File: src/rtl/serial_adder.sv
// serial_adder: multi-cycle add/subtract of two WIDTH-bit operands, CHUNK
// bits per clock through a single CHUNK-bit adder slice and a carry flop.
// Start/busy/done handshake; the result registers update only when an
// operation completes and hold until the next one completes.
module serial_adder #(
  parameter int WIDTH = 8,
  parameter int CHUNK = 1
) (
  input  logic             clk,
  input  logic             rst,
  input  logic             start,
  input  logic [WIDTH-1:0] a,
  input  logic [WIDTH-1:0] b,
  input  logic             cin,
  input  logic             sub,
  output logic             busy,
  output logic             done,
  output logic [WIDTH-1:0] sum,
  output logic             cout,
  output logic             overflow
);

  localparam int N  = WIDTH / CHUNK;
  localparam int CW = (N > 1) ? $clog2(N) : 1;

  localparam logic [1:0] IDLE = 2'd0;
  localparam logic [1:0] BUSY = 2'd1;
  localparam logic [1:0] DONE = 2'd2;

  logic [1:0]       state_reg;
  logic [WIDTH-1:0] op_a_reg;
  logic [WIDTH-1:0] op_b_reg;
  logic             carry_reg;
  logic [CW-1:0]    count_reg;
  logic [WIDTH-1:0] res_reg;
  logic             a_msb_reg;
  logic             b_msb_reg;
  logic [WIDTH-1:0] sum_reg;
  logic             cout_reg;
  logic             overflow_reg;

  logic [CHUNK:0]   slice;
  logic [WIDTH-1:0] res_next;
  logic             last_chunk;
  logic             accept;

  // One CHUNK-bit slice of the addition, with its carry-out in the top bit.
  always_comb begin
    slice = {1'b0, op_a_reg[CHUNK-1:0]} + {1'b0, op_b_reg[CHUNK-1:0]}
          + {{CHUNK{1'b0}}, carry_reg};
  end

  // New chunk enters the result register from the MSB end; when a single
  // chunk covers the whole word there is nothing to shift down.
  generate
    if (CHUNK < WIDTH) begin : g_shift
      assign res_next = {slice[CHUNK-1:0], res_reg[WIDTH-1:CHUNK]};
    end else begin : g_whole
      assign res_next = slice[CHUNK-1:0];
    end
  endgenerate

  assign last_chunk = (count_reg == CW'(N - 1));
  // A new operation can start from IDLE or straight out of the DONE cycle.
  assign accept     = start && ((state_reg == IDLE) || (state_reg == DONE));

  // Control FSM, operand shifting and result capture.
  always_ff @(posedge clk or posedge rst) begin
    if (rst) begin
      state_reg    <= IDLE;
      op_a_reg     <= '0;
      op_b_reg     <= '0;
      carry_reg    <= 1'b0;
      count_reg    <= '0;
      res_reg      <= '0;
      a_msb_reg    <= 1'b0;
      b_msb_reg    <= 1'b0;
      sum_reg      <= '0;
      cout_reg     <= 1'b0;
      overflow_reg <= 1'b0;
    end else begin
      case (state_reg)
        BUSY: begin
          carry_reg <= slice[CHUNK];
          op_a_reg  <= op_a_reg >> CHUNK;
          op_b_reg  <= op_b_reg >> CHUNK;
          res_reg   <= res_next;
          count_reg <= count_reg + CW'(1);
          if (last_chunk) begin
            state_reg    <= DONE;
            sum_reg      <= res_next;
            cout_reg     <= slice[CHUNK];
            // B msb is the post-inversion one, so this covers subtraction too.
            overflow_reg <= (a_msb_reg == b_msb_reg) &&
                            (res_next[WIDTH-1] != a_msb_reg);
          end
        end
        default: begin
          if (accept) begin
            state_reg <= BUSY;
            op_a_reg  <= a;
            op_b_reg  <= sub ? ~b : b;
            carry_reg <= sub ? 1'b1 : cin;
            count_reg <= '0;
            a_msb_reg <= a[WIDTH-1];
            b_msb_reg <= sub ? ~b[WIDTH-1] : b[WIDTH-1];
          end else begin
            state_reg <= IDLE;
          end
        end
      endcase
    end
  end

  assign busy     = (state_reg == BUSY);
  assign done     = (state_reg == DONE);
  assign sum      = sum_reg;
  assign cout     = cout_reg;
  assign overflow = overflow_reg;

endmodule

File: config.mk
export PLATFORM = sky130hd
export DESIGN_NAME = serial_adder
export DESIGN_NICKNAME = d
export VERILOG_FILES = /design/src/rtl/serial_adder.sv
export SDC_FILE = /design/constraint.sdc
export NUM_CORES = 1
export LEC_CHECK = 0
export ABC_AREA = 1
export BUFFER_PORTS_ARGS = -buffer_cell sky130_fd_sc_hd__buf_2
export CAP_MARGIN = 0
export CELL_PAD_IN_SITES_DETAIL_PLACEMENT = 1
export CELL_PAD_IN_SITES_GLOBAL_PLACEMENT = 1
export CORE_MARGIN = 8
export CORE_UTILIZATION = 40
export DETAILED_ROUTE_END_ITERATION = 12
export PLACE_DENSITY = 0.82
export SETUP_SLACK_MARGIN = 0.3
export SYNTH_ARGS = -nofsm -noshare
export SYNTH_HDL_FRONTEND = slang
export SYNTH_SLANG_ARGS = --single-unit
File: constraint.sdc
create_clock -name clk -period 1.78 [get_ports clk]
set_input_delay 0.356 -clock clk [delete_from_list [all_inputs] [get_ports clk]]
set_output_delay 0.356 -clock clk [all_outputs]
set_load 0.01 [all_outputs]
==> results.py <==
metrics = {
    "outcome": {
        "status": "finished, final reports clean",
    },
    "timing": {
        "finalCriticalPeriod_ns": 1.44,
        "slew_violations": 0,
        "hold_viol": 0,
        "tightestPinTransition_ns": 0.518,
        "setup_viol": 0,
        "relSlewSlack": 0.655,
        "fin_ws_ns": 0.339,
        "rsz0062_at_grt": "true",
        "max_freq_mhz": 694,
        "fin_skew_ns": 0.00627,
        "fin_tns_setup_ns": 0,
        "finalCritPeriodShare": 0.809,
    },
    "floorplanning": {
        "start_util": 0.408,
        "std_cell_rows": 25,
        "chipHeight_um": 84.7,
        "die_w_um": 84.7,
        "die-area_um2": 7170,
        "fp.coreArea_um2": 4630,
        "io_pins": 33,
    },
    "place": {
        "dpl_worst_slack_ns": 0.295,
        "portBuffers": 32,
        "gp_congestion": 0.719,
        "dp_hpwl_um": 3300,
    },
    "grt": {
        "track_usage": 0.138,
        "grt_pass1_wl_um": 8070,
        "grt_pass1_vias": 1800,
        "grt_overflow": 0,
        "grt_max_degree": 42,
        "grt_antenna_before_repair": 0,
    },
    "clock_tree": {
        "cts_sinks": 41,
        "path_clk_slew_ns": 0.08,
        "cts_max_level": 2,
        "cts_tree": "done",
        "cts_root_buf": "clkbuf_8",
        "numCtsBuffers": 5,
        "clk_path_buf_depth": 2,
        "clk_latency_ns": 0.29,
    },
    "logic_synthesis": {
        "synthMuxAreaShare": 0,
        "synthAdderAreaFrac": 0.0239,
        "ys_seq_elements": 41,
        "synth-simple-area-share": 0.350,
        "synth_area_per_cell_um2": 7.97,
        "yosys.cell_types.count": 17,
        "yosys_warnings": 0,
        "synth_xor_area_frac": 0,
        "synth_flop_cell": "dfrtp_1",
        "synth_area_um2": 1890,
        "synth-seq-area-share": 0.543,
        "async_reset_ff_frac": 1.00,
        "syn_nets": 261,
        "synth_compound_area_frac": 0.0133,
        "netlist_instances": 237,
        "synth_top_family_by_area": "simple AND/OR/NAND/NOR gates",
        "synth_edf_count": 0,
    },
    "setup_path": {
        "cp_cell_sequence": "fa_1 -> inv_2 -> nand3_2 -> nand2_2 -> nand2_1 -> nand2_1",
        "crit_type": "reg2reg",
        "cp-end-kind": "register",
        "startpoint_type": "register",
        "cp_slowest_cell": "fa_1",
        "r2r-end": "overflow",
        "reg2reg_depth": 6,
        "reg2reg_slack_ns": 0.34,
        "crit_top_cell": "nand2_1",
        "crit_arrival_ns": 1.62,
        "max_stage_delay_ns": 0.62,
        "r2r-start": "op_b_reg[0]",
        "cp_data_required_time_ns": 1.96,
        "crit_fanout": 3,
    },
    "power_and_ir_drop": {
        "p_leak_nw": 1.29,
        "power_density_nw_per_um2": 1830,
        "ir_drop_mv": 0.493,
    },
    "cells_and_area": {
        "post-route-util": 0.500,
        "mostFrequentLayoutCells": "107 x nand2_1, 41 x dfrtp_1, 38 x nand3_1, 30 x buf_2, 19 x inv_1",
        "area_growth_syn_to_layout_pct": 22.6,
        "nNetsFinal": 303,
        "diodes": 0,
        "drive_gt1_frac": 0.229,
        "layout_commonest_cell": "nand2_1",
    },
    "routing": {
        "dr.pass1.iters": 4,
        "drc_errors": 0,
        "wl_um": 4600,
        "drtAntennaViolNets": 0,
        "vias_per_cell": 4.91,
        "vias": 1640,
        "drt_iter0_markers": 49,
        "wl_per_cell_um": 13.8,
    },
    "hold_path": {
        "hold_path_class": "in2async",
    },
    "job": {
        "drv_cap": 0,
    },
}
[report_power, final]
part	switching, mW	internal, mW
clock	0.326	0.456
sequential	0.288	1.36
combinational	1.05	0.750
total	1.66	2.57
[cell type report]
class / count / area, um2
Fill cell: 594 / 2310
Sequential cell: 41 / 1030
Clock buffer: 6 / 82.6
Multi-Input combinational cell: 165 / 753
Inverter: 23 / 88.8
Timing Repair Buffer: 43 / 259
Tap cell: 54 / 67.6
Clock inverter: 2 / 37.5
[per-layer routing]
metal | wire, um | share of wire | global-route usage | up-vias
met5 | 0 | 0 | 0 | -
met1 | 1980 | 0.43 | 0.149 | 789
met2 | 2350 | 0.51 | 0.250 | 29
met3 | 174 | 0.038 | 0.0273 | 8
li1 | - | - | - | 814
met4 | 97 | 0.021 | 0.0680 | 0
[synth_stat cells (2+ instances only)]
master | n | area, um2
buf_2 | 3 | 15.0
buf_4 | 3 | 22.5
clkbuf_1 | 2 | 7.51
dfrtp_1 | 41 | 1030
ha_1 | 2 | 25.0
inv_1 | 20 | 75.1
inv_2 | 3 | 11.3
nand2_1 | 109 | 409
nand3_1 | 39 | 195
nor2_1 | 4 | 15.0
nor2_2 | 2 | 12.5
o21ai_0 | 4 | 20.0
[worst max-delay path: cells and delay by family (launching register included)]
kind	cells	cell delay (ns)
buffers and inverters	1	0.06
and+or+nand+nor	4	0.24
adders and majority gates	1	0.62
DFF	1	0.41
[through the flow]
step | hold slack (ns) | instance area, um2 | std cells | power, mW
after floorplan | 0.442 | 1890 | 237 | 2.69
after global placement | 0.452 | 2100 | 319 | 3.09
after detailed placement | 0.456 | 2100 | 319 | 3.20
after CTS | 0.201 | 2250 | 330 | 4.09
after global routing | 0.239 | 2310 | 334 | 4.56
final | 0.188 | 2310 | 334 | 4.23
[cell families after synthesis]
family	Yosys count
adders and majority gates	3
and+or+nand+nor	157
buffers and inverters	31
DFF	41
AOI/OAI and AO/OA	5
[how the worst max path moves through the flow]
stage                     slack, ns         to    startpoint
after floorplan                0.48  a_msb_reg           rst
after global placement         0.36   overflow   op_a_reg[0]
after detailed placement       0.30   overflow   op_a_reg[0]
after CTS                      0.31       done  state_reg[0]
after global routing           0.27   overflow   op_b_reg[0]
final                          0.34   overflow   op_b_reg[0]
[timing repair]
item | 4_1_cts | 5_1_grt
setup endpoints to repair | 3 | 13
pin swaps | 2 | 2
cloned | 0 | 0
gates resized for setup | 1 | 10
setup buffers | 3 | 4
hold buffers | 0 | 0
No activity file was read; power rests on OpenSTA's default activity.
